## src/rtl/grant_server_if.sv

```systemverilog
// grant_server_if: request/grant inputs, per-requester data and the shared
// valid/ready output channel of the grant server, bundled as one port.
// master = environment side (requesters, arbiter, downstream sink).
// slave  = the grant server itself.
interface grant_server_if #(
  parameter int DATA_W = 8
);
  logic              req_0;
  logic              req_1;
  logic              gnt_0;
  logic              gnt_1;
  logic [DATA_W-1:0] data_0;
  logic [DATA_W-1:0] data_1;
  logic              adv_0;
  logic              adv_1;
  logic              out_valid;
  logic              out_ready;
  logic [DATA_W-1:0] out_data;
  logic              out_owner;
  logic              out_last;
  logic              done_0;
  logic              done_1;
  logic              busy;
  logic              err;

  modport master (
    output req_0, req_1, gnt_0, gnt_1, data_0, data_1, out_ready,
    input  adv_0, adv_1, out_valid, out_data, out_owner, out_last,
           done_0, done_1, busy, err
  );

  modport slave (
    input  req_0, req_1, gnt_0, gnt_1, data_0, data_1, out_ready,
    output adv_0, adv_1, out_valid, out_data, out_owner, out_last,
           done_0, done_1, busy, err
  );
endinterface

```

## src/rtl/grant_server.sv

```systemverilog
// grant_server: serves one fixed-length burst from the granted requester onto
// a shared valid/ready channel, pulses done to that requester, then waits for
// the requester to drop its request before re-arming.
// Optional feature: define GRANT_SERVER_TIMEOUT_EN to abort a burst after
// TIMEOUT consecutive stalled cycles (reported through err with the done pulse).
module grant_server #(
  parameter int DATA_W  = 8,
  parameter int BEATS   = 4,
  parameter int TIMEOUT = 16
) (
  input  logic          clock,
  input  logic          reset,
  grant_server_if.slave bus
);

  localparam int CNT_W = (BEATS > 1) ? $clog2(BEATS) : 1;
  localparam logic [CNT_W-1:0] LAST_CNT = CNT_W'(BEATS - 1);

  typedef enum logic [1:0] {IDLE, XFER, DONE, HOLD} state_t;

  state_t           state_q;
  logic             owner_q;
  logic [CNT_W-1:0] cnt_q;
  logic             valid_q;
  logic             last_q;
  logic             busy_q;
  logic             done_0_q;
  logic             done_1_q;

  logic start;
  logic start_owner;
  logic accept;
  logic owner_req;

  // Requester 0 wins when both are eligible in the same cycle.
  assign start       = (bus.gnt_0 && bus.req_0) || (bus.gnt_1 && bus.req_1);
  assign start_owner = !(bus.gnt_0 && bus.req_0);
  assign accept      = valid_q && bus.out_ready;
  assign owner_req   = owner_q ? bus.req_1 : bus.req_0;

`ifdef GRANT_SERVER_TIMEOUT_EN
  localparam int STALL_W = $clog2(TIMEOUT + 1);
  logic [STALL_W-1:0] stall_q;
  logic               err_q;
  logic               stall_expire;

  // This stalled cycle is the TIMEOUT-th in a row.
  assign stall_expire = !bus.out_ready && (stall_q == STALL_W'(TIMEOUT - 1));
`else
  logic unused_timeout;
  assign unused_timeout = (TIMEOUT != 0);
`endif

  // Burst controller: state, owner, beat counter and all registered outputs.
  always_ff @(posedge clock) begin
    if (reset) begin
      state_q  <= IDLE;
      owner_q  <= 1'b0;
      cnt_q    <= '0;
      valid_q  <= 1'b0;
      last_q   <= 1'b0;
      busy_q   <= 1'b0;
      done_0_q <= 1'b0;
      done_1_q <= 1'b0;
`ifdef GRANT_SERVER_TIMEOUT_EN
      stall_q  <= '0;
      err_q    <= 1'b0;
`endif
    end else begin
      case (state_q)
        IDLE: begin
          if (start) begin
            state_q <= XFER;
            owner_q <= start_owner;
            cnt_q   <= '0;
            valid_q <= 1'b1;
            last_q  <= (LAST_CNT == '0);
            busy_q  <= 1'b1;
`ifdef GRANT_SERVER_TIMEOUT_EN
            stall_q <= '0;
`endif
          end
        end
        XFER: begin
          if (accept) begin
`ifdef GRANT_SERVER_TIMEOUT_EN
            stall_q <= '0;
`endif
            if (cnt_q == LAST_CNT) begin
              state_q  <= DONE;
              valid_q  <= 1'b0;
              last_q   <= 1'b0;
              done_0_q <= !owner_q;
              done_1_q <= owner_q;
            end else begin
              cnt_q  <= cnt_q + CNT_W'(1);
              last_q <= ((cnt_q + CNT_W'(1)) == LAST_CNT);
            end
          end
`ifdef GRANT_SERVER_TIMEOUT_EN
          else if (stall_expire) begin
            state_q  <= DONE;
            valid_q  <= 1'b0;
            last_q   <= 1'b0;
            done_0_q <= !owner_q;
            done_1_q <= owner_q;
            err_q    <= 1'b1;
            stall_q  <= '0;
          end else begin
            stall_q <= stall_q + STALL_W'(1);
          end
`endif
        end
        DONE: begin
          done_0_q <= 1'b0;
          done_1_q <= 1'b0;
`ifdef GRANT_SERVER_TIMEOUT_EN
          err_q    <= 1'b0;
`endif
          state_q  <= HOLD;
        end
        HOLD: begin
          // A sticky grant must not restart; wait for the owner to let go.
          if (!owner_req) begin
            state_q <= IDLE;
            busy_q  <= 1'b0;
          end
        end
        default: state_q <= IDLE;
      endcase
    end
  end

  assign bus.out_valid = valid_q;
  assign bus.out_data  = owner_q ? bus.data_1 : bus.data_0;
  assign bus.out_owner = owner_q;
  assign bus.out_last  = last_q;
  assign bus.adv_0     = accept && !owner_q;
  assign bus.adv_1     = accept && owner_q;
  assign bus.done_0    = done_0_q;
  assign bus.done_1    = done_1_q;
  assign bus.busy      = busy_q;
`ifdef GRANT_SERVER_TIMEOUT_EN
  assign bus.err       = err_q;
`else
  assign bus.err       = 1'b0;
`endif

endmodule
```

## src/flat_wrapper.sv

```systemverilog
// flat-port wrapper written by rule: the top's interface ports become plain ports
module grant_server_flat 
#(
  parameter int DATA_W  = 8,
  parameter int BEATS   = 4,
  parameter int TIMEOUT = 16
)
  (clock, reset, bus_req_0, bus_req_1, bus_gnt_0, bus_gnt_1, bus_data_0, bus_data_1, bus_out_ready, bus_adv_0, bus_adv_1, bus_out_valid, bus_out_data, bus_out_owner, bus_out_last, bus_done_0, bus_done_1, bus_busy, bus_err);
  grant_server_if #(.DATA_W(DATA_W)) bus_i ();
  input  logic clock;
  input  logic reset;
  input wire logic [$bits(bus_i.req_0)-1:0] bus_req_0;
  input wire logic [$bits(bus_i.req_1)-1:0] bus_req_1;
  input wire logic [$bits(bus_i.gnt_0)-1:0] bus_gnt_0;
  input wire logic [$bits(bus_i.gnt_1)-1:0] bus_gnt_1;
  input wire logic [$bits(bus_i.data_0)-1:0] bus_data_0;
  input wire logic [$bits(bus_i.data_1)-1:0] bus_data_1;
  input wire logic [$bits(bus_i.out_ready)-1:0] bus_out_ready;
  output wire logic [$bits(bus_i.adv_0)-1:0] bus_adv_0;
  output wire logic [$bits(bus_i.adv_1)-1:0] bus_adv_1;
  output wire logic [$bits(bus_i.out_valid)-1:0] bus_out_valid;
  output wire logic [$bits(bus_i.out_data)-1:0] bus_out_data;
  output wire logic [$bits(bus_i.out_owner)-1:0] bus_out_owner;
  output wire logic [$bits(bus_i.out_last)-1:0] bus_out_last;
  output wire logic [$bits(bus_i.done_0)-1:0] bus_done_0;
  output wire logic [$bits(bus_i.done_1)-1:0] bus_done_1;
  output wire logic [$bits(bus_i.busy)-1:0] bus_busy;
  output wire logic [$bits(bus_i.err)-1:0] bus_err;
  assign bus_i.req_0 = bus_req_0;
  assign bus_i.req_1 = bus_req_1;
  assign bus_i.gnt_0 = bus_gnt_0;
  assign bus_i.gnt_1 = bus_gnt_1;
  assign bus_i.data_0 = bus_data_0;
  assign bus_i.data_1 = bus_data_1;
  assign bus_i.out_ready = bus_out_ready;
  assign bus_adv_0 = bus_i.adv_0;
  assign bus_adv_1 = bus_i.adv_1;
  assign bus_out_valid = bus_i.out_valid;
  assign bus_out_data = bus_i.out_data;
  assign bus_out_owner = bus_i.out_owner;
  assign bus_out_last = bus_i.out_last;
  assign bus_done_0 = bus_i.done_0;
  assign bus_done_1 = bus_i.done_1;
  assign bus_busy = bus_i.busy;
  assign bus_err = bus_i.err;
  grant_server #(.DATA_W(DATA_W), .BEATS(BEATS), .TIMEOUT(TIMEOUT)) u_core (.clock(clock), .reset(reset), .bus(bus_i));
endmodule
```

## config.mk

```make
export PLATFORM = sky130hd
export DESIGN_NAME = grant_server_flat
export DESIGN_NICKNAME = d
export VERILOG_FILES = /design/src/rtl/grant_server_if.sv /design/src/rtl/grant_server.sv /design/src/flat_wrapper.sv
export SDC_FILE = /design/constraint.sdc
export NUM_CORES = 1
export LEC_CHECK = 0
export BUFFER_PORTS_ARGS = -buffer_cell sky130_fd_sc_hd__buf_2
export CAP_MARGIN = 40
export CELL_PAD_IN_SITES_DETAIL_PLACEMENT = 0
export CELL_PAD_IN_SITES_GLOBAL_PLACEMENT = 2
export CORE_ASPECT_RATIO = 0.5
export CORE_MARGIN = 1.5
export CORE_UTILIZATION = 24
export DETAILED_ROUTE_END_ITERATION = 10
export GPL_TIMING_DRIVEN = 0
export PLACE_DENSITY = 0.86
export SLEW_MARGIN = 30
export SYNTH_ARGS = -nofsm -noshare
export SYNTH_HDL_FRONTEND = slang
export SYNTH_SLANG_ARGS = --single-unit
```

## constraint.sdc

```tcl
create_clock -name clock -period 1.8 [get_ports clock]
set_input_delay 0.09 -clock clock [delete_from_list [all_inputs] [get_ports clock]]
set_output_delay 0.09 -clock clock [all_outputs]
set_load 0.01 [all_outputs]
```

* After elaboration in Yosys (flattened, before gate mapping) *
Index checks and enable logic that the tools add are counted.

word-level totals
  bits in writable memories = 0
  word-level logic and storage cells = 65
  output and inout port bits = 17
  memories = 0
  ROM bits = 0
  latch bits = 0
  flip-flop bits (word level) = 10

operators by class
  bitwise operators = 0
  add/sub/neg operators = 1
  reductions and logical operators = 19
  div/mod/pow operators = 0
  multipliers = 0
  shifts and indexed selects = 0
  eq/ne operators = 10
  muxes and demuxes = 27
  magnitude comparators = 0

operators by type and width
  cell                   count
  $mux W2                7
  $mux W1                12
  $reduce_and A4 Y1      3
  $pmux W1 S2            5
  $reduce_and A3 Y1      3
  $eq A2 B2 Y1 const B   4
  $mux W8                1
  $pmux W2 S4            1
  $ne A2 B1 Y1 const B   3
  $reduce_bool A2 Y1     3
  $logic_and A1 B1 Y1    5
  $ne A2 B2 Y1 const B   2
  $pmux W2 S2            1
  $add A2 B1 Y2 const B  1
  $eq A2 B1 Y1 const B   1
  $logic_not A1 Y1       2
  $logic_not A2 Y1       1
  $reduce_and A2 Y1      1
  $logic_or A1 B1 Y1     1

* Longest topological paths before layout *
  depth after elaboration = 5
  depth in mapped cells = 6
  depth with buffers taken out = 6

* Worst setup path before layout *
Ideal clock, no wire load.

  path kind = reg2reg
  from = register u_core.state_q[0]
  to = register u_core.valid_q (netlist: u_core.bus.out_valid)
  path slack = 0.349 ns
  clock period less this slack = 1.451 ns
  buffers on the path = 0
  data required time = 1.714 ns
  arrival = 1.365 ns
  cell stages (with the launch flop) = 7
  cell sequence = dfxtp_1 -> inv_1 -> ha_1 -> a21boi_4 -> a221oi_2 -> nor2_1 -> a211oi_1

on the way
  longest elaborated chain between the ends = 3
  elaborated cells on any way between the ends = 8
  those cells by class = eq/ne (4); mux (1); reduce/logical (3)

RTL lines
  item                                                                 RTL line            RTL
  from (decl)                                                          grant_server.sv:21  state_t state_q;
  from (signal assigned)                                               grant_server.sv:57  state_q <= IDLE;
  from (signal assigned)                                               grant_server.sv:73  state_q <= XFER;
  from (signal assigned)                                               grant_server.sv:90  state_q <= DONE;
  $eq A2 B1 Y1 / $logic_not A2 Y1 (equally long branches)              grant_server.sv:70  case (state_q)
  $ne A2 B1 Y1 (no line) / $reduce_bool A2 Y1 (equally long branches)  n/a
  $reduce_and A4 Y1 (no line)                                          n/a
  to (signal assigned)                                                 grant_server.sv:60  valid_q <= 1'b0;
  to (signal assigned)                                                 grant_server.sv:76  valid_q <= 1'b1;
  to (signal assigned)                                                 grant_server.sv:91  valid_q <= 1'b0;
  to (decl)                                                            grant_server.sv:24  logic valid_q;

Parallel ways exist; a longest one is shown, timed or not.
A chain may end at the register's enable or synchronous reset.

* Worst setup path in the final report *
  from = register u_core.state_q[0]
  to = register u_core.cnt_q[1]

on the way
  longest elaborated chain between the ends = 3
  elaborated cells on any way between the ends = 8
  those cells by class = eq/ne (4); mux (1); reduce/logical (3)

RTL lines
  item                                                     RTL line            RTL
  $eq A2 B1 Y1 / $logic_not A2 Y1 (equally long branches)  grant_server.sv:70
  $ne A2 B2 Y1 (no line), or another cell as far along     n/a
  $reduce_and A4 Y1 (no line)                              n/a
  to (signal assigned)                                     grant_server.sv:96  cnt_q <= cnt_q + CNT_W'(1);
  to (decl)                                                grant_server.sv:23  logic [CNT_W-1:0] cnt_q;

Parallel ways exist; a longest one is shown, timed or not.

==> impl_metrics.prom <==
# TYPE chip_impl_metric gauge
chip_impl_info{name="run_status",value="complete, no violations"} 1
chip_impl_metric{name="cts-buffers-inserted",unit=""} 3
chip_impl_info{name="startpoint_type",value="register"} 1
chip_impl_metric{name="netlist_area",unit="sq um"} 742.0
chip_impl_metric{name="avg_cell_area_syn",unit="sq um"} 9.763
chip_impl_metric{name="grt_use_total",unit=""} 0.08907
chip_impl_metric{name="post_cts.resized_instances",unit=""} 0
chip_impl_metric{name="power_leakage",unit="nW"} 0.4985
chip_impl_metric{name="htree_levels",unit=""} 1
chip_impl_info{name="worstReg2RegStart",value="u_core.state_q[0]$_SDFFE_PP0P_"} 1
chip_impl_metric{name="num_rows",unit=""} 14
chip_impl_metric{name="area_growth",unit="%"} 37.94
chip_impl_metric{name="async_reset_ff_frac",unit=""} 0
chip_impl_metric{name="cts_hold_buf",unit=""} 0
chip_impl_metric{name="worst_slew_margin_rel",unit=""} 0.6446
chip_impl_metric{name="cellPowerDensity",unit="nW/um^2"} 1244
chip_impl_metric{name="grt_max_degree",unit=""} 11
chip_impl_metric{name="die_y",unit="um"} 42.32
chip_impl_metric{name="vias_in_the_first_global_route",unit=""} 596
chip_impl_metric{name="fin_skew",unit="ns"} 0.0009357
chip_impl_info{name="critical_path_origin",value="u_core.state_q[0]$_SDFFE_PP0P_"} 1
chip_impl_metric{name="timing_hold_violations_final",unit=""} 0
chip_impl_metric{name="drt-vias-per-instance",unit=""} 4.306
chip_impl_metric{name="finalPower",unit="mW"} 1.273
chip_impl_metric{name="post-cts-setup-buffers",unit=""} 0
chip_impl_metric{name="floorplan.die_area",unit="sq um"} 3454
chip_impl_metric{name="grt_antenna_before_repair",unit=""} 0
chip_impl_metric{name="synth-seq-area-share",unit=""} 0.2698
chip_impl_metric{name="critPathMaxFanout",unit=""} 6
chip_impl_metric{name="grt_first_pass_wirelength",unit="um"} 2387
chip_impl_info{name="endpoint_of_the_worst_hold_path",value="u_core.bus.out_owner$_SDFFE_PP0P_"} 1
chip_impl_metric{name="layout.nets",unit=""} 149
chip_impl_info{name="hold_start",value="bus_gnt_0"} 1
chip_impl_metric{name="highest_achievable_clock_rate",unit="GHz"} 0.6169
chip_impl_metric{name="drt_first_pass_iters",unit=""} 3
chip_impl_metric{name="cap_violations",unit=""} 0
chip_impl_metric{name="number_of_storage_elements_in_the_synthesis_netlist",unit=""} 10
chip_impl_metric{name="setup_total_negative_slack",unit="ns"} 0
chip_impl_info{name="endpoint_kind",value="register"} 1
chip_impl_metric{name="port_buffers",unit=""} 38
chip_impl_metric{name="vias",unit=""} 676
chip_impl_metric{name="synthCells",unit=""} 76
chip_impl_metric{name="ys_types",unit=""} 30
chip_impl_metric{name="coreArea",unit="sq um"} 2978
chip_impl_metric{name="ir_worst_vdd",unit="mV"} 0.3295
chip_impl_metric{name="ys_warn_count",unit=""} 0
chip_impl_metric{name="detail_route.drc_violations",unit=""} 0
chip_impl_metric{name="drt_first_iter_violations",unit=""} 17
chip_impl_info{name="clockRootBuffer",value="clkbuf_8"} 1
chip_impl_metric{name="wirelength",unit="um"} 1593
chip_impl_metric{name="avg_wl_per_cell",unit="um"} 10.15
chip_impl_metric{name="clk_pin_slew_worst_paths",unit="ns"} 0.05
chip_impl_metric{name="finalMaxSlewViolations",unit=""} 0
chip_impl_info{name="grt_setup_unrepaired",value="false"} 1
chip_impl_metric{name="final.min_clock_period",unit="ns"} 1.621
chip_impl_info{name="min-delay-path-class",value="in -> reg"} 1
chip_impl_info{name="cts_tree",value="built"} 1
chip_impl_metric{name="chipWidth",unit="um"} 81.63
chip_impl_metric{name="clock_tree.buffer_depth",unit=""} 2
chip_impl_metric{name="globalRouteOverflowTotal",unit=""} 0
chip_impl_info{name="r2r_end",value="u_core.cnt_q[1]$_SDFFE_PP0P_"} 1
chip_impl_metric{name="synth.net_count",unit=""} 106
chip_impl_metric{name="report.final.setup_viol",unit=""} 0
chip_impl_metric{name="clock-sinks",unit=""} 10
chip_impl_metric{name="timing.critical_path.arrival",unit="ns"} 1.71
chip_impl_metric{name="worst_pin_slew",unit="ns"} 0.5331
chip_impl_metric{name="place.gp.congestion",unit=""} 0.6296
chip_impl_info{name="crit_type",value="reg -> reg"} 1
chip_impl_metric{name="drive_above_1_share",unit=""} 0.5043
chip_impl_metric{name="finalCritPeriodShare",unit=""} 0.9006
chip_impl_metric{name="start_util",unit=""} 0.2492
chip_impl_info{name="postSynth.topFlopCell",value="dfxtp_1"} 1
chip_impl_metric{name="worstRegToRegCells",unit=""} 6
chip_impl_metric{name="clock_latency",unit="ns"} 0.23
chip_impl_metric{name="critPathRequiredTime",unit="ns"} 1.89
chip_impl_metric{name="whs_path_depth",unit=""} 2
chip_impl_metric{name="synth_edf_count",unit=""} 0
chip_impl_metric{name="num_io_pins",unit=""} 40
chip_impl_metric{name="antenna-diode-count",unit=""} 0
chip_impl_metric{name="place.detailed.hpwl",unit="um"} 1245
chip_impl_metric{name="drtAntennaViolNets",unit=""} 0
chip_impl_metric{name="reg2reg_setup_slack",unit="ns"} 0.18
## power by group
part	switching (mW)	total, mW	leakage (nW)	internal (mW)
clock	0.0803	0.226	0.0216	0.146
combinational	0.367	0.713	0.395	0.346
sequential	0.0532	0.334	0.0817	0.281
## metal layers
| metal | part of all wire | global-route usage | wire length, um |
|---|---|---|---|
| met5 | 0 | 0 | 0 |
| met4 | 0.0088 | 0.03051 | 14 |
| met3 | 0.087 | 0.01957 | 139 |
| met2 | 0.42 | 0.1587 | 664 |
| met1 | 0.49 | 0.1055 | 774 |
## final cells by class
| class | count | area [sq um] |
|---|---|---|
| flip-flops and latches | 10 | 200.2 |
| multi-input cells | 60 | 514.2 |
| repair buffers | 38 | 190.2 |
| plain buffers | 3 | 16.27 |
| clock buffers | 3 | 41.29 |
| fillers | 318 | 1954 |
| inverters | 3 | 11.26 |
| well taps | 40 | 50.05 |
## sequential cells by signal (all words and copies together), names as in the netlist
| register | cells |
|---|---|
| u_core.bus.done_0 | 1 |
| u_core.bus.out_owner | 1 |
| u_core.bus.out_last | 1 |
| u_core.bus.out_valid | 1 |
| u_core.bus.done_1 | 1 |
| u_core.state_q | 2 |
| u_core.bus.busy | 1 |
| u_core.cnt_q | 2 |
## cell usage after synthesis (2+ instances only)
cell	count	area [sq um]
nand2_1	2	7.510
inv_1	3	11.26
nor2b_1	2	12.51
ha_1	7	87.58
mux2_2	8	90.09
a211oi_2	2	25.02
dfxtp_1	10	200.2
nand4b_1	2	17.52
mux2i_1	3	30.03
nand2b_1	4	25.02
a22oi_1	2	15.01
a21oi_1	6	30.03
nand3_1	2	10.01
nor2_1	7	26.28
## through the flow
| step | area [sq um] | cells | utilization | hold WS (ns) | setup slack, ns |
|---|---|---|---|---|---|
| after global placement | 982.2 | 154 | 0.3298 | 0.3554 | 0.1991 |
| after detailed placement | 982.2 | 154 | 0.3298 | 0.3592 | 0.1718 |
| final | 1023 | 157 | 0.3437 | 0.1195 | 0.1790 |
| after global routing | 1023 | 157 | 0.3437 | 0.1232 | 0.03610 |
| after CTS | 1023 | 157 | 0.3437 | 0.1161 | 0.1707 |
| after floorplan | 742.0 | 76 | - | 0.2056 | 0.3489 |
## placed cells by master (no fill, tap or decap), types with 2 or more instances in the layout
cell	count
nand2_1	2
dfxtp_1	10
nand3_1	2
a22oi_1	2
ha_1	7
inv_1	3
nor2_1	7
buf_2	39
clkbuf_8	3
a211oi_2	2
nor2b_1	2
a21oi_1	6
nand2b_1	4
mux2i_1	3
mux2_2	8
nand4b_1	2
## worst max-delay path: stages, from the launching register on
cell	delay, ns
dfxtp_1	0.40
inv_1	0.09
ha_1	0.27
a21boi_4	0.18
a22oi_1	0.32
nand2b_1	0.17
a21oi_1	0.06
## worst max-delay path by stage
stage / end / slack [ns] / cells past startpoint
floorplan: u_core.bus.out_valid$_SDFFE_PP0P_ / 0.35 / 6
global placement: u_core.bus.done_1$_SDFFE_PP0P_ / 0.20 / 6
detailed placement: u_core.cnt_q[0]$_SDFFE_PP0P_ / 0.17 / 6
CTS: u_core.cnt_q[1]$_SDFFE_PP0P_ / 0.17 / 6
global route: u_core.bus.done_1$_SDFFE_PP0P_ / 0.04 / 6
finish: u_core.cnt_q[1]$_SDFFE_PP0P_ / 0.18 / 6
## kinds of logic (layout without fill, tap and decap cells)
| kind of cell | Yosys count | after routing | synth area share |
|---|---|---|---|
| other cells | 1 | 1 | 0.005054 |
| compound gates | 17 | 17 | 0.2158 |
| fa+ha+maj | 7 | 7 | 0.1180 |
| flops | 10 | 10 | 0.2698 |
| simple gates | 23 | 23 | 0.1720 |
| buf+inv | 6 | 47 | 0.03709 |
| mux | 12 | 12 | 0.1821 |
No activity file was read; power rests on OpenSTA's default activity.
